$ cat src/rtl/mul_sequencer_pkg.sv
// Shared definitions for the MiniAlu multiply sequencer: FSM state encodings and default width.
package mul_sequencer_pkg;

    localparam int MUL_WIDTH = 16;

    typedef enum logic [1:0] {
        MUL_IDLE = 2'd0,
        MUL_LOAD = 2'd1,
        MUL_RUN  = 2'd2,
        MUL_DONE = 2'd3
    } mulState_t;

endpackage

$ cat src/rtl/mul_sequencer_ffd.sv
// Rising-edge register with synchronous active-high reset and load enable.
module mul_sequencer_ffd #(
    parameter int WIDTH = 32
) (
    input  logic             Clock,
    input  logic             Reset,
    input  logic             Enable,
    input  logic [WIDTH-1:0] D,
    output logic [WIDTH-1:0] Q
);

    always_ff @(posedge Clock) begin
        if (Reset)
            Q <= '0;
        else if (Enable)
            Q <= D;
    end

endmodule

$ cat src/rtl/mul_sequencer.sv
// Radix-2 shift-add multiplier sequencer: start/busy/done handshake plus pipeline stall.
// Fixed latency WIDTH+2 cycles from the iStart edge to the oDone pulse; iStart is ignored outside IDLE.
module mul_sequencer
    import mul_sequencer_pkg::*;
#(
    parameter int WIDTH = MUL_WIDTH
) (
    input  logic               Clock,
    input  logic               Reset,
    input  logic               iStart,
    input  logic               iSigned,
    input  logic [WIDTH-1:0]   iA,
    input  logic [WIDTH-1:0]   iB,
    output logic               oBusy,
    output logic               oStall,
    output logic               oDone,
    output logic [2*WIDTH-1:0] oResult
);

    localparam int CNT_W = $clog2(WIDTH);

    mulState_t          state;
    logic [WIDTH-1:0]   opA, opB, magA, magB;
    logic               opSigned, neg;
    logic [2*WIDTH-1:0] acc;
    logic [CNT_W-1:0]   count;

    logic [WIDTH:0]     runSum;
    logic [2*WIDTH-1:0] runAcc;
    logic [2*WIDTH-1:0] resultD;
    logic               lastIter;

    // One iteration: add into the upper half with carry, then shift {carry, acc} right by one.
    assign runSum   = {1'b0, acc[2*WIDTH-1:WIDTH]} + (magB[0] ? {1'b0, magA} : '0);
    assign runAcc   = {runSum, acc[WIDTH-1:1]};
    assign lastIter = (state == MUL_RUN) && (count == CNT_W'(WIDTH-1));
    assign resultD  = neg ? (~runAcc + (2*WIDTH)'(1)) : runAcc;

    assign oStall = (iStart && (state == MUL_IDLE)) || (state == MUL_LOAD) || (state == MUL_RUN);

    always_ff @(posedge Clock) begin
        if (Reset) begin
            state    <= MUL_IDLE;
            oBusy    <= 1'b0;
            oDone    <= 1'b0;
            opA      <= '0;
            opB      <= '0;
            opSigned <= 1'b0;
            magA     <= '0;
            magB     <= '0;
            neg      <= 1'b0;
            acc      <= '0;
            count    <= '0;
        end else begin
            case (state)
                MUL_IDLE: begin
                    oDone <= 1'b0;
                    if (iStart) begin
                        opA      <= iA;
                        opB      <= iB;
                        opSigned <= iSigned;
                        oBusy    <= 1'b1;
                        state    <= MUL_LOAD;
                    end
                end
                MUL_LOAD: begin
                    // Most-negative value negates to itself, which reads correctly as an unsigned magnitude.
                    magA  <= (opSigned && opA[WIDTH-1]) ? (~opA + WIDTH'(1)) : opA;
                    magB  <= (opSigned && opB[WIDTH-1]) ? (~opB + WIDTH'(1)) : opB;
                    neg   <= opSigned && (opA[WIDTH-1] ^ opB[WIDTH-1]);
                    acc   <= '0;
                    count <= '0;
                    state <= MUL_RUN;
                end
                MUL_RUN: begin
                    acc   <= runAcc;
                    magB  <= {1'b0, magB[WIDTH-1:1]};
                    count <= count + CNT_W'(1);
                    if (lastIter) begin
                        oBusy <= 1'b0;
                        oDone <= 1'b1;
                        state <= MUL_DONE;
                    end
                end
                MUL_DONE: begin
                    oDone <= 1'b0;
                    state <= MUL_IDLE;
                end
                default: state <= MUL_IDLE;
            endcase
        end
    end

    // Loaded on the edge that enters DONE so the product is visible alongside oDone.
    mul_sequencer_ffd #(
        .WIDTH (2*WIDTH)
    ) resultReg (
        .Clock  (Clock),
        .Reset  (Reset),
        .Enable (lastIter),
        .D      (resultD),
        .Q      (oResult)
    );

endmodule

$ cat config.mk
export PLATFORM = sky130hd
export DESIGN_NAME = mul_sequencer
export DESIGN_NICKNAME = d
export VERILOG_FILES = /design/src/rtl/mul_sequencer_pkg.sv /design/src/rtl/mul_sequencer_ffd.sv /design/src/rtl/mul_sequencer.sv
export SDC_FILE = /design/constraint.sdc
export NUM_CORES = 1
export LEC_CHECK = 0
export CAP_MARGIN = 20
export CORE_UTILIZATION = 50
export DETAILED_ROUTE_END_ITERATION = 7
export PLACE_DENSITY = 0.77
export SYNTH_ARGS = -nofsm -noshare
export SYNTH_HDL_FRONTEND = slang
export SYNTH_SLANG_ARGS = --single-unit
$ cat constraint.sdc
create_clock -name Clock -period 7.4 [get_ports Clock]
set_clock_uncertainty 0.2 [all_clocks]
set_input_delay 0.74 -clock Clock [delete_from_list [all_inputs] [get_ports Clock]]
set_output_delay 0.74 -clock Clock [all_outputs]
set_load 0.02 [all_outputs]
==> qor.csv, run 1 <==
stage;metric;value;unit
final_layout;final_cell_mix;146 x nand2_1, 137 x dfxtp_1, 108 x nor2_1, 93 x a21oi_1, 69 x clkdlybuf4s50_1;
setup_path;end_kind;register;
power;combPwrFrac;0.285;
drt;viasPerCell;5.53;
timing;finalHoldViolations;0;
power;power.switching;0.000839;W
setup_path;arrival;4.32;ns
global_routing;grtUsageMet3;0.0455;
hold_path;hold_path_startpoint;resultReg.Q[18]$_SDFFE_PP0P_;
hold_path;hold_end;resultReg.Q[18]$_SDFFE_PP0P_;
synth;synth.area.top_cells;dfxtp_1 38%, nand2_1 7.5%, a21oi_1 6.4%;
floorplan;pin_count;71;
floorplan;die_y;123;um
setup_path;r2r_slack;3.23;ns
floorplan;core;14000;um2
floorplan;die_w;123;um
global_routing;grt_pass1_wl;27000;um
setup_path;cp-start-kind;register;
global_routing;grt_pass1_vias;5578;
final_layout;area_delta_synth_final;18.6;%
global_routing;use_met2;0.323;
timing;report.final.slew_viol_count;0;
floorplan;placementRows;43;
clocking;clock_path_buffers;2;
timing;setup_viol_count_final;0;
global_routing;met1_usage;0.326;
floorplan;start_util;0.517;
global_routing;antenna_found_initial;0;
setup_path;path_class;reg -> reg;
synth;synth_nets;986;
synth;synth_area;7260;um2
clocking;cts_tree;built;
placed_design;io_buffers;70;
synth;yosys_warnings;0;
clocking;cts_resized;0;
power;pwr-share-clk;0.346;
synth;synth_top_flop_cell;dfxtp_1;
setup_path;required;7.55;ns
run;drv_cap;0;
global_routing;track_usage;0.225;
power;internal-power;0.00161;W
power;p_sw_frac;0.343;
setup_path;reg2reg_from;magB[0]$_SDFFE_PP0P_;
clocking;clkTransAtPathRegs;0.06;ns
drt;ant_nets;0;
timing;slew_headroom;0.330;
timing;finalCritPeriodShare;0.563;
timing;grt_setup_unrepaired;no;
synth;synth_largest_area_cell;dfxtp_1;
drt;drc_errors;0;
synth;syn_avg_cell_area;7.84;um2
timing;worstMarginPinSlew;1.00;ns
clocking;clock_sinks;137;
global_routing;grt_overflow_total;0;
synth;ys_types;63;
floorplan;die-area;15000;um2
synth;yosysTopAreaCellShare;0.378;
drt;drt_iter0_markers;483;
hold_path;min_path_type;reg -> reg;
drt;vias;6398;
synth;synth_async_sr_flop_share;0;
final_layout;fin_nets;1023;
placed_design;place_congestion;0.870;
synth;synth_seq_cells;137;
synth;ys_seq_area_frac;0.378;
drt;first_pass_iters;5;
final_layout;utilization;0.613;
clocking;ctsHoldBuffers;0;
power;power_leakage;3.21;nW
global_routing;grt_max_degree;84;
power;pwr-share-seq;0.369;
setup_path;cp_max_fo;17;
clocking;htreeDepth;4;
setup_path;r2r-end;resultReg.Q[31]$_SDFFE_PP0P_;
clocking;cts_buffers;17;
power;powerDensity;284;nW/um2
status;outcome;finished, final reports clean;
placed_design;dpl.hpwl;10700;um
timing;tns;0;ns
final_layout;final_common_cell;nand2_1;
timing;fmax;240;MHz
clocking;clock_latency;0.43;ns
setup_path;rr_worst_depth;11;
clocking;cts_root_buf;clkbuf_16;
synth;syn_inst;926;
timing;period_needed;4.17;ns
power;vdd_ir_drop_max;0.332;mV
hold_path;holdPathStages;2;
final_layout;antennaDiodeCount;0;
clocking;post_cts_buffers;0;
drt;wire_per_inst;13.7;um
synth;synth-edff-count;0;
global_routing;busiest_layer;met1;
final_layout;drive_gt1_frac;0.0625;
drt;finalWirelength;15900;um
## cells in the mapped netlist (11+ instances only)
master,number
a211oi_1,27
a21oi_1,93
a22oi_1,17
and2_1,19
clkbuf_1,52
dfxtp_1,137
ha_1,23
inv_1,17
mux2i_1,19
nand2_1,146
nand3_1,31
nor2_1,109
nor3_1,15
o21ai_0,33
o31ai_1,11
or3_1,14
xnor2_1,24
xor2_1,33
## how the worst max path moves through the flow
stage | cells past startpoint | endpoint | start
CTS | 11 | resultReg.Q[31]$_SDFFE_PP0P_ | magB[0]$_SDFFE_PP0P_
detailed placement | 11 | resultReg.Q[31]$_SDFFE_PP0P_ | magB[0]$_SDFFE_PP0P_
global placement | 11 | resultReg.Q[31]$_SDFFE_PP0P_ | magB[0]$_SDFFE_PP0P_
floorplan | 12 | resultReg.Q[31]$_SDFFE_PP0P_ | magB[0]$_SDFFE_PP0P_
global route | 11 | resultReg.Q[28]$_SDFFE_PP0P_ | magB[0]$_SDFFE_PP0P_
finish | 11 | resultReg.Q[31]$_SDFFE_PP0P_ | magB[0]$_SDFFE_PP0P_
## kinds of logic (layout without fill, tap and decap cells)
group | count (synthesis) | after routing | synth area share
AO/OA/AOI/OAI | 240 | 240 | 0.213
XOR/XNOR | 57 | 57 | 0.0688
adder cells (fa/ha/maj) | 24 | 24 | 0.0424
buffers and inverters | 79 | 129 | 0.0450
flip-flops | 137 | 137 | 0.378
multiplexers | 21 | 21 | 0.0293
AND/OR/NAND/NOR | 368 | 368 | 0.224
## metrics by stage
stage               cells  setup slack (ns)  hold slack, ns  power [W]  instance area [um2]
floorplan             926              3.48           0.245    0.00143                 7260
global placement     1123              3.39           0.238    0.00159                 8000
detailed placement   1123              3.24           0.244    0.00160                 8000
CTS                  1155              3.23           0.251    0.00246                 8600
global route         1156              2.97           0.275    0.00259                 8610
finish               1156              3.23           0.249    0.00245                 8610
## routing by layer
| metal | share of wire | routed length [um] |
|---|---|---|
| met1 | 0.52 | 8260 |
| met2 | 0.42 | 6660 |
| met3 | 0.042 | 672 |
| met4 | 0.016 | 259 |
| met5 | 0 | 0 |
## worst max-delay path, cell delays in order (launching register included)
cell	delay (ns)
dfxtp_1	0.55
and2_1	0.20
ha_1	0.25
fa_1	0.51
nor2_1	0.13
nand4b_1	0.17
a311o_2	0.42
or4_4	0.52
or3_4	0.41
or3_1	0.35
mux2_2	0.27
o22ai_1	0.12
## cell type report
class	instances	area (um2)
multi-input combinational	710	4200
clock inverter	11	120
fill	1256	5430
clock buffer	21	480
sequential	137	2740
timing repair buffer	80	777
inverter	17	63.8
tap	180	225
## flip-flops by register name, indices dropped and copies added (netlist names)
signal,cells
resultReg.Q,32
acc,31
magA,16
magB,16
opA,16
opB,16
count,4
state,2
neg,1
oBusy,1
oDone,1
opSigned,1
## power by group through the flow
stage	clock [W]	sequential [W]	combinational [W]
final	0.000847	0.000904	0.000697
after global routing	0.000896	0.000916	0.000778
after CTS	0.000862	0.000903	0.000692
after detailed placement	0	0.000917	0.000685
after global placement	0	0.000914	0.000673
after floorplan	0	0.000895	0.000535
(Power assumes the default switching activity.)
==> run 2, diff against run 1 <==
- PLACE_DENSITY: 0.77 -> 0.8
- clock period: 7.4 -> 3.7 ns (I/O delays scaled with it)
==> qor.csv, run 2 (synthesis gave the netlist of run 1 again) <==
stage;metric;value;unit
placed_design;place_congestion;0.922;
timing;tns;-0.00281;ns
drt;vias;6598;
global_routing;grt_max_degree;77;
clocking;clkTransAtPathRegs;0.06;ns
setup_path;arrival;3.85;ns
drt;drt_iter0_markers;435;
timing;grt_setup_unrepaired;yes;
clocking;cts_buffers;17;
setup_path;path_cells;and2_4 -> ha_4 -> fa_2 -> xor2_2 -> nand4b_1 -> a311o_2 -> or4_4 -> or3_4 -> or3_1 -> mux2_2 -> o22ai_2;
drt;first_pass_iters;5;
setup_path;r2r_slack;-0.003;ns
placed_design;place_ws;-0.00651;ns
status;outcome;finished, violations left;
drt;ant_nets;0;
run;drv_cap;0;
placed_design;place_area;8110;um2
floorplan;start_util;0.517;
final_layout;largestRegisters;resultReg.Q x32, acc x31;
drt;drc_errors;0;
clocking;cts_tree;built;
global_routing;antenna_found_initial;0;
hold_path;min_path_type;reg -> reg;
clocking;clock_path_buffers;2;
timing;setup_slack;-0.00281;ns
setup_path;required;3.85;ns
setup_path;cp_num_cells;11;
final_layout;stdcell_area;8870;um2
global_routing;track_usage;0.232;
power;vdd_ir_drop_max;0.508;mV
timing;period_needed;3.70;ns
setup_path;cp-start-kind;register;
global_routing;grt_pass1_vias;6010;
timing;finalHoldViolations;0;
timing;finalCritPeriodShare;1.00;
setup_path;cp_num_buf_inv;0;
setup_path;rr_worst_depth;11;
floorplan;die-area;15000;um2
setup_path;critical-path-top-delay-family;simple AND/OR/NAND/NOR gates;
setup_path;end_kind;register;
global_routing;grt_pass1_wl;27900;um
clocking;ctsHoldBuffers;0;
clocking;clock_sinks;137;
final_layout;fin_nets;1048;
clocking;htreeDepth;4;
final_layout;antennaDiodeCount;0;
placed_design;dpl.hpwl;11100;um
global_routing;grt_overflow_total;0;
final_layout;drive_gt1_frac;0.0950;
power;finalPower;0.00497;W
floorplan;pin_count;71;
drt;finalWirelength;16500;um
final_layout;largest_reg_flops;32;
power;power_leakage;3.34;nW
final_layout;area_delta_synth_final;22.2;%
status;violations;setup timing;
setup_path;max_stage_delay;0.50;ns
setup_path;path_class;reg -> reg;
drt;viasPerCell;5.59;
floorplan;placementRows;43;
setup_path;slowest_stage;or4_4;
timing;fmax;270;MHz
timing;hold_slack;0.248;ns
floorplan;die_w;123;um
clocking;clock_latency;0.42;ns
drt;route.met3.wl;975;um
timing;worstMarginPinSlew;0.782;ns
drt;top_layer_used;met4;
final_layout;top_register;resultReg.Q;
timing;slew_headroom;0.478;
final_layout;fillers;1223;
floorplan;core;14000;um2
placed_design;io_buffers;70;
drt;dr_wl_met2;7360;um
power;powerDensity;560;nW/um2
setup_path;cp_max_fo;3;
final_layout;final_common_cell;nand2_1;
hold_path;holdPathStages;2;
final_layout;final_cell_mix;146 x nand2_1, 136 x dfxtp_1, 107 x nor2_1, 92 x a21oi_1, 69 x clkdlybuf4s50_1;
drt;routedLengthMet1;7920;um
drt;wire_per_inst;14.0;um
clocking;cts_root_buf;clkbuf_16;
timing;setup_viol_count_final;1;
floorplan;die_y;123;um
timing;report.final.slew_viol_count;0;
## run 2: changes by cell type in the layout (fill, tap and decap cells not counted), sizes merged
cell | before | now
clkbuf | 21 | 25
clkinv | 6 | 2
clkinvlp | 3 | 2
buf | 11 | 36
## run 2: final cells by class
class / count / area [um2] / share of cell area
Clock inverter: 6 / 88.8 / 0.0100
Sequential cell: 137 / 2740 / 0.309
Multi-Input combinational cell: 710 / 4280 / 0.483
Tap cell: 180 / 225 / 0.0254
Inverter: 17 / 63.8 / 0.00719
Timing Repair Buffer: 105 / 972 / 0.110
Clock buffer: 25 / 495 / 0.0558
## run 2: repair_timing
action                                  in CTS  in global routing
endpoints found under the setup margin       1                  7
cloned                                       0                  0
pin swaps                                    4                  6
resized for setup                            2                 11
setup buffers                               11                  2
endpoints found under the hold margin        0                  0
## run 2: routing by layer
layer	up-vias	track usage
li1	3366	-
met1	3004	0.317
met2	207	0.355
met3	21	0.0548
met4	0	0.0831
met5	-	0
## run 2: path summary, 6_finish.rpt
check	startpoint	endpoint
max	magB[0]$_SDFFE_PP0P_	resultReg.Q[31]$_SDFFE_PP0P_
min	resultReg.Q[18]$_SDFFE_PP0P_	resultReg.Q[18]$_SDFFE_PP0P_
max reg2reg	magB[0]$_SDFFE_PP0P_	resultReg.Q[31]$_SDFFE_PP0P_
min reg2reg	resultReg.Q[18]$_SDFFE_PP0P_	resultReg.Q[18]$_SDFFE_PP0P_
## run 2: power breakdown
group          leakage [nW]  internal (W)  switching [W]  total (W)
registers              1.11       0.00165       0.000149    0.00180
logic                  1.94      0.000584       0.000913    0.00150
clock network         0.280       0.00106       0.000609    0.00167
## run 2: metrics by stage
| step | util | cells |
|---|---|---|
| after floorplan | - | 926 |
| after detailed placement | 0.578 | 1135 |
| after global routing | 0.632 | 1180 |
| final | 0.632 | 1180 |
| after global placement | 0.578 | 1135 |
| after CTS | 0.626 | 1177 |
## run 2: worst reg2reg max path: cells and delay by family (launching register included)
| family | cells | cell delay (ns) |
|---|---|---|
| and+or+nand+nor | 5 | 1.57 |
| DFF | 1 | 0.33 |
| adders and majority gates | 2 | 0.56 |
| muxes | 1 | 0.28 |
| AOI/OAI and AO/OA | 2 | 0.50 |
| xor gates and xnor gates | 1 | 0.18 |
==> run 3, diff against run 2 <==
- SYNTH_HIERARCHICAL: default -> 1
==> qor.csv, run 3 <==
stage;metric;value;unit
status;outcome;finished, final reports clean;
clocking;cts_root_buf;clkbuf_16;
synth;synth_largest_area_cell;dfxtp_1;
clocking;clkTransAtPathRegs;0.06;ns
timing;tns;0;ns
setup_path;arrival;3.65;ns
clocking;htreeDepth;4;
global_routing;antenna_found_initial;0;
drt;wire_per_inst;13.6;um
floorplan;placementRows;43;
final_layout;antennaDiodeCount;0;
power;combPwrFrac;0.313;
synth;synth.area.top_cells;dfxtp_1 37%, mux2i_1 7.6%, a21oi_1 6.3%;
drt;routedLengthMet1;7760;um
drt;finalWirelength;15500;um
placed_design;io_buffers;70;
drt;viasPerCell;5.38;
power;powerDensity;573;nW/um2
floorplan;die_y;123;um
placed_design;place_ws;0.121;ns
clocking;cts_tree;built;
final_layout;top_register;resultReg/Q;
floorplan;die_w;123;um
drt;ant_nets;0;
final_layout;fin_nets;1007;
synth;synth_seq_cells;137;
power;power.switching;0.00176;W
global_routing;grt_max_degree;73;
drt;route.met3.wl;668;um
placed_design;place_congestion;0.873;
setup_path;cp_max_fo;7;
setup_path;path_class;reg -> reg;
drt;vias;6137;
run;drv_cap;0;
power;p_sw_frac;0.350;
hold_path;min_path_type;in -> reg;
placed_design;dpl.hpwl;10500;um
timing;slew_headroom;0.320;
power;finalPower;0.00502;W
final_layout;drive_gt1_frac;0.0792;
hold_path;holdPathStages;2;
drt;dr_wl_met2;6760;um
power;pwr-share-clk;0.331;
synth;yosysMostFrequentCell;dfxtp_1;
final_layout;fillers;1222;
global_routing;grt_pass1_vias;5689;
final_layout;final_cell_mix;135 x dfxtp_1, 108 x nand2_1, 103 x nor2_1, 92 x a21oi_1, 69 x clkdlybuf4s50_1;
power;vdd_ir_drop_max;0.402;mV
setup_path;rr_worst_depth;10;
final_layout;final_common_cell;dfxtp_1;
timing;report.final.slew_viol_count;0;
power;internal-power;0.00327;W
synth;synth-edff-count;0;
setup_path;end_kind;register;
placed_design;place_inst;1105;
timing;fmax;281;MHz
power;power_leakage;3.28;nW
timing;worstMarginPinSlew;1.02;ns
clocking;clock_path_buffers;2;
timing;period_needed;3.56;ns
timing;grt_setup_unrepaired;no;
synth;syn_inst;894;
final_layout;seqCellArea;2750;um2
global_routing;grt_overflow_total;0;
synth;ys_seq_area_frac;0.374;
floorplan;pin_count;71;
clocking;cts_buffers;17;
synth;ys_types;58;
timing;finalHoldViolations;0;
timing;setup_viol_count_final;0;
final_layout;instances_no_fill;1140;
floorplan;start_util;0.521;
power;pwr-share-seq;0.356;
global_routing;grt_pass1_wl;26400;um
clocking;ctsHoldBuffers;0;
final_layout;largest_reg_flops;32;
floorplan;core;14100;um2
drt;drc_errors;0;
synth;ys_top_cells_by_count;137 x dfxtp_1, 108 x nand2_1, 104 x nor2_1;
final_layout;largestRegisters;resultReg/Q x32, acc x31;
synth;synth_top_flop_cell;dfxtp_1;
floorplan;die-area;15200;um2
timing;setup_slack;0.143;ns
drt;first_pass_iters;5;
drt;top_layer_used;met4;
global_routing;track_usage;0.218;
synth;synth_async_sr_flop_share;0;
timing;hold_slack;0.226;ns
synth;synth_nets;954;
setup_path;cp-start-kind;register;
setup_path;required;3.79;ns
drt;drt_iter0_markers;422;
final_layout;multi_input_area;4310;um2
synth;yosysTopAreaCellShare;0.374;
synth;syn_avg_cell_area;8.21;um2
clocking;clock_sinks;137;
final_layout;area_delta_synth_final;19.5;%
synth;yosys_warnings;6;
synth;synth_area;7340;um2
timing;finalCritPeriodShare;0.961;
clocking;clock_latency;0.43;ns
[run 3: cell types whose count changed after synthesis, moves of 16 or more]
| cell | change |
|---|---|
| mux2i_1 | +37 |
| nand2b_1 | +23 |
| nand2_1 | -38 |
| xnor2_1 | +22 |
| a22oi_1 | -16 |
[run 3: worst max-delay path, stage by stage (launching register included)]
cell	delay [ns]
dfxtp_2	0.35
or4_4	0.55
or3_4	0.35
or4_4	0.45
or4_4	0.56
nor3_2	0.20
nand4b_1	0.17
o31ai_1	0.30
xnor2_1	0.10
mux2i_1	0.14
nor2_1	0.05
[run 3: final timing paths]
| kind | from | to | slack [ns] |
|---|---|---|---|
| worst max register to register | acc[7]$_SDFFE_PP0P_ | resultReg/Q[30]$_SDFFE_PP0P_ | 0.14 |
| worst min-delay path | Reset | resultReg/Q[13]$_SDFFE_PP0P_ | 0.23 |
| worst min register to register | acc[16]$_SDFFE_PP0P_ | acc[16]$_SDFFE_PP0P_ | 0.27 |
| worst max-delay path | acc[7]$_SDFFE_PP0P_ | resultReg/Q[30]$_SDFFE_PP0P_ | 0.14 |
[run 3: cells by family (layout without fill, tap and decap cells)]
kind of cell,count (synthesis),count (layout),share of synthesized area
mux,56,56,0.0764
flops,137,137,0.374
fa+ha+maj,24,24,0.0420
compound gates,189,189,0.158
buf+inv,72,138,0.0445
simple gates,352,352,0.229
xor+xnor,64,64,0.0764
[run 3: metal layers]
layer / global-route usage / vias to the layer above
met5: 0 / -
met4: 0.0791 / 0
met3: 0.0544 / 21
met2: 0.337 / 133
met1: 0.293 / 2812
li1: - / 3171
[run 3: power groups by stage]
| stage | Sequential (W) | Clock, W | Combinational [W] |
|---|---|---|---|
| 4_1_cts | 0.00179 | 0.00168 | 0.00155 |
| 6_report | 0.00179 | 0.00166 | 0.00157 |
| 3_5_place_dp | 0.00182 | 0 | 0.00153 |
| 3_3_place_gp | 0.00181 | 0 | 0.00151 |
| 2_1_floorplan | 0.00179 | 0 | 0.00120 |
| 5_1_grt | 0.00181 | 0.00175 | 0.00176 |
[run 3: timing repair]
item / CTS / global route
resized for setup: 0 / 9
buffers inserted: 0 / 3
setup endpoints to repair: 0 / 3
[run 3: cell type report]
type | instances | area share
inverters | 17 | 0.00728
multi-input cells | 685 | 0.492
clock inverters | 13 | 0.0167
clock buffers | 19 | 0.0494
well taps | 180 | 0.0257
repair buffers | 89 | 0.0963
flip-flops and latches | 137 | 0.313
[run 3: metrics by stage]
step / instance area, um2 / util
6_report: 8770 / 0.622
5_1_grt: 8770 / 0.622
4_1_cts: 8710 / 0.618
3_5_place_dp: 8130 / 0.577
3_3_place_gp: 8130 / 0.577
2_1_floorplan: 7340 / -
==> RTL change 1 (flow settings as in run 2) <==
Change the package constant `MUL_WIDTH` from 16 to 32.
--- a/src/rtl/mul_sequencer_pkg.sv
+++ b/src/rtl/mul_sequencer_pkg.sv
@@ -2,5 +2,5 @@
 package mul_sequencer_pkg;
 
-    localparam int MUL_WIDTH = 16;
+    localparam int MUL_WIDTH = 32;
 
     typedef enum logic [1:0] {
Ports: changed (resized iA, iB and oResult); port bits go from 71 to 135. The function was not compared with the original's and may differ.
==> RTL change 1 against run 2 <==
The flow still finishes with violations (setup timing). Total power rose by 110%. Sequential cell count up 129. Synthesized cell count grew 110%. Critical path depth increased by 5. Combinational power rose to 2.5 times the old value. Global-route usage grew 4.3 points. Synthesized area rose by 100%. Cell area is 120% higher. Setup slack worse by 120 ps. Routed wire length grew to 2.6 times the old value. Critical endpoint is now resultReg.Q[62]. Highest routed layer unchanged.
==> RTL change 1: results (changes against run 2) <==
The total wire length after detailed routing is 43150 µm (was 16500 µm). The met3 usage in global routing came out at 3.114% (was 5.483%). The met2 usage is 46.07% (was 35.46%). The proportion of synthesized chip area in sequential cells is 36.33% (was 37.77%). The buffer levels on the longest clock path is 3 (was 2). The post-route standard cell area excluding fillers is 19330 µm² (was 8872 µm²). The largest fanout on the critical path was 20 (was 3).

The worst-case setup slack after placement came out at -195.3 ps (was -6.513 ps). The global placement routability congestion is 0.9375 (was 0.9215). The worst stage delay on the critical path is 410 ps (was 500 ps). Leading cell types by count after synthesis: 292 x sky130_fd_sc_hd__nand2_1, 266 x sky130_fd_sc_hd__dfxtp_1, 224 x sky130_fd_sc_hd__nor2_1 (was 146 x sky130_fd_sc_hd__nand2_1, 137 x sky130_fd_sc_hd__dfxtp_1, 109 x sky130_fd_sc_hd__nor2_1).

The first-pass GRT wire length came out at 68790 µm (was 27870 µm). The synthesized instance count is 1901 (was 926). The type of the worst min-delay path is primary input to register (was register to register). The number of library cell types mapped by synthesis is 78 (was 63).

The clock latency on the worst-skew pair is 560 ps (was 420 ps). The average via count per standard cell came to 5.789 (was 5.592). Run status: finished with violations (unchanged).

The final setup violation count came out at 6 (was 1). The met1 capacity usage during global routing is 37.05% (was 31.71%). The CTS buffer count came out at 29 (was 17). Top post-synthesis cells by area: sky130_fd_sc_hd__dfxtp_1 36%, sky130_fd_sc_hd__nand2_1 7.5%, sky130_fd_sc_hd__a21oi_1 6.6% (was sky130_fd_sc_hd__dfxtp_1 38%, sky130_fd_sc_hd__nand2_1 7.5%, sky130_fd_sc_hd__a21oi_1 6.4%).

The number of non-filler instances in the completed layout is 2545 (was 1180). Violations in the final reports: setup timing (unchanged). The fraction of layout cells with a size suffix above 1 is 18.46% (was 9.500%). Registers with the most flip-flops: resultReg.Q: 64 flops, acc: 63 flops (was resultReg.Q: 32 flops, acc: 31 flops).

The largest net degree at the start of global routing came out at 122 (was 77). The worst setup slack after layout is -127.5 ps (was -2.805 ps). The post-synthesis cell type with the largest combined area is sky130_fd_sc_hd__dfxtp_1 (unchanged).

The number of port buffers came to 134 (was 70). The cell area reported after detailed placement is 17390 µm² (was 8113 µm²). The starting DRC count in detailed routing is 1106 (was 435). The data arrival time of the critical path is 4070 ps (was 3850 ps). The sum of negative setup slack is -358.3 ps (was -2.805 ps).

The estimated wirelength of the detail-placed design was 30580 µm (was 11070 µm). The worst ir drop on vdd is 0.0006921 V (was 0.0005083 V). The via count of the first global-routing pass is 13720 (was 6010). The filler cell count in the final layout came out at 2345 (was 1223). The combined global-route utilization of all metal layers is 27.46% (was 23.19%). The net load switching power is 0.003848 W (was 0.001671 W). The pin slew with the least headroom to its limit is 864.4 ps (was 782.3 ps). The total number of nets in the final design is 2247 (was 1048).

The number of H-tree branching levels came out at 1 (was 4). The critical path's top delay family is compound AO/OA/AOI/OAI gates (was simple AND/OR/NAND/NOR gates). The number of nets in the synthesized netlist was 2010 (was 986).
## RTL change 1: cells by family after synthesis
kind of cell,Yosys count,synth area share (%)
and+or+nand+nor,766,24.09
xor gates and xnor gates,124,7.409
DFF,266,36.33
buffers and inverters,156,4.038
muxes,34,2.322
adders and majority gates,41,3.551
AOI/OAI and AO/OA,514,22.26
## RTL change 1: power by group through the flow
stage / registers (W) / clock network [W] / logic (W)
3_3_place_gp: 0.00356 / 0 / 0.00337
6_report: 0.00352 / 0.00310 / 0.00380
4_1_cts: 0.00352 / 0.00313 / 0.00358
2_1_floorplan: 0.00348 / 0 / 0.00245
3_5_place_dp: 0.00358 / 0 / 0.00345
5_1_grt: 0.00356 / 0.00325 / 0.00415
## RTL change 1: repair_timing
action	4_1_cts	5_1_grt
hold buffers	0	0
cloned	0	0
pin swaps	26	37
endpoints found under the setup margin	16	20
setup buffers	17	12
resized for setup	57	79
## RTL change 1: worst min-delay path, stage by stage
cell,delay [ps]
sky130_fd_sc_hd__clkdlybuf4s50_1,390
sky130_fd_sc_hd__nand2_1,60
sky130_fd_sc_hd__a21oi_1,50
## RTL change 1: area by class of cell
type                       instances  area share (%)
multi-input combinational       1479           48.95
clock inverter                    19           1.262
inverter                          23          0.4466
sequential                       266           27.56
clock buffer                      35           4.077
tap                              384           2.485
timing repair buffer             339           15.21
## RTL change 1: path summary, 6_finish.rpt
kind,startpoint,to,slack (ps),cells after the start
worst max-delay path,magB[0],resultReg.Q[62],-130,16
worst min-delay path,iA[17],opA[17],160,3
worst max register to register,magB[0],resultReg.Q[62],-130,16
worst min register to register,resultReg.Q[40],resultReg.Q[40],260,2
## RTL change 1: metal layers
metal	up-vias	share of wire, %
met5	-	0
met4	0	2.5
met3	79	5.2
met2	474	48
met1	6969	45
li1	7212	-
==> RTL change 2 (settings of run 2) <==
Made on the original files. Encoding of `mulState_t`: now one-hot (4 bits for 4 states).
--- a/src/rtl/mul_sequencer_pkg.sv
+++ b/src/rtl/mul_sequencer_pkg.sv
@@ -4,9 +4,9 @@
     localparam int MUL_WIDTH = 16;
 
-    typedef enum logic [1:0] {
-        MUL_IDLE = 2'd0,
-        MUL_LOAD = 2'd1,
-        MUL_RUN  = 2'd2,
-        MUL_DONE = 2'd3
+    typedef enum logic [3:0] {
+        MUL_IDLE = 4'b0001,
+        MUL_LOAD = 4'b0010,
+        MUL_RUN  = 4'b0100,
+        MUL_DONE = 4'b1000
     } mulState_t;
 
Behaviour: same outputs for any inputs over 10 cycles, from zero or initial values and one cycle with Reset high; not proved beyond that.
==> RTL change 2 against run 2 <==
Critical endpoint unchanged. Sequential cell count is 2 higher. Routed wire length is 2.9% lower. Critical path depth is 3 lower. Setup slack better by 69 ps. Synthesized area is 3.0% lower. Cell area is 2.6% lower.
Power is not compared: it rests on default switching activity, and its combinational part moved more than twofold at a synthesized area within 25%.
==> RTL change 2: results (changes against run 2) <==
The number of vias in the routed layout came out at 6361 (was 6598). The detailed-routed wire length on met2 was 7187 µm (was 7362 µm). The synthesized instance count is 883 (was 926).

The starting DRC count in detailed routing was 389 (was 435). The first-pass GRT wire length came out at 26410 µm (was 27870 µm). The largest net degree at the start of global routing came to 63 (was 77). The total number of nets in the final design came out at 1007 (was 1048). The setup slack on the worst flop-to-flop path is 70 ps (was -3 ps). The minimum period implied by the final worst setup slack was 3634 ps (was 3703 ps).

The worst stage delay on the critical path is 530 ps (was 500 ps). The filler cell count in the final layout is 1166 (was 1223). The number of clock buffers in the layout came to 23 (was 25). The met1 capacity usage during global routing was 31.17% (was 31.71%). The cell area reported after detailed placement came out at 8013 µm² (was 8113 µm²).

The worst hold margin is 249.2 ps (was 248.2 ps). The global placement routability congestion came out at 0.8752 (was 0.9215). The post-CTS setup repair buffer count is 0 (was 11).

Top post-synthesis cells by area: sky130_fd_sc_hd__dfxtp_1 40%, sky130_fd_sc_hd__nand2_1 7.2%, sky130_fd_sc_hd__a21oi_1 6.1% (was sky130_fd_sc_hd__dfxtp_1 38%, sky130_fd_sc_hd__nand2_1 7.5%, sky130_fd_sc_hd__a21oi_1 6.4%). The number of library cell types mapped by synthesis was 53 (was 63). The routed length on met1 came to 7743 µm (was 7918 µm).

Leading cell types by count after synthesis: 139 x sky130_fd_sc_hd__dfxtp_1, 135 x sky130_fd_sc_hd__nand2_1, 104 x sky130_fd_sc_hd__nor2_1 (was 146 x sky130_fd_sc_hd__nand2_1, 137 x sky130_fd_sc_hd__dfxtp_1, 109 x sky130_fd_sc_hd__nor2_1). The worst-case setup slack after placement is 9.035 ps (was -6.513 ps). The wire length on met3 came out at 867 µm (was 975 µm).

Run status: finished clean (was finished with violations). The fraction of layout cells with a size suffix above 1 came out at 8.664% (was 9.500%). The average via count per standard cell is 5.609 (was 5.592). The number of placed instances, taps included came to 1103 (was 1135). The pin slew with the least headroom to its limit is 648.2 ps (was 782.3 ps). The number of non-clock buffers in the layout came out at 104 (was 105). The number of ordinary inverters in the final layout came out at 10 (was 17).

The largest fanout on the critical path is 5 (was 3). The estimated wirelength of the detail-placed design was 10830 µm (was 11070 µm). The proportion of synthesized chip area in sequential cells came to 39.52% (was 37.77%). The met2 usage is 34.99% (was 35.46%).

The standard-cell row count is 42 (was 43). The met3 usage in global routing came out at 4.481% (was 5.483%). The post-cts repair resize count came out at 3 (was 2). The layout overhead on the synthesized area came out at 22.78% (was 22.20%). The number of synthesized register bits is 139 (was 137). The fraction of standard cell area in multi-input logic came out at 47.76% (was 48.27%). The area taken by flip-flops and latches is 2786 µm² (was 2744 µm²). The type of the worst min-delay path is primary input to register (was register to register). The number of multi-input combinational cells in the layout came out at 678 (was 710). The combined global-route utilization of all metal layers is 22.77% (was 23.19%). The share of final layout cell area taken by clock buffers and inverters is 5.731% (was 6.586%). The via count of the first global-routing pass is 5566 (was 6010).
## RTL change 2: cell types whose count changed in the layout (fill, tap and decap cells not counted), sizes merged, moves of 5 or more
cell,change
mux2i,-16
nor2,-5
nand2,-11
a22oi,+29
a21oi,-8
a21o,+5
o21ai,-7
inv,-7
nand3,-16
nand3b,+6
o21a,-6
## RTL change 2: cell families after synthesis
kind of cell,count (synthesis),synth area share [%]
fa+ha+maj,21,3.838
simple gates,351,22.89
flops,139,39.52
buf+inv,66,3.518
xor+xnor,60,7.463
mux,4,0.5864
compound gates,242,22.19
## RTL change 2: worst paths after layout
path           start              end  depth (start not counted)
max           acc[7]  resultReg.Q[31]                          8
max reg2reg   acc[7]  resultReg.Q[31]                          8
min reg2reg  magA[8]          magA[8]                          2
min            Reset          acc[19]                          2
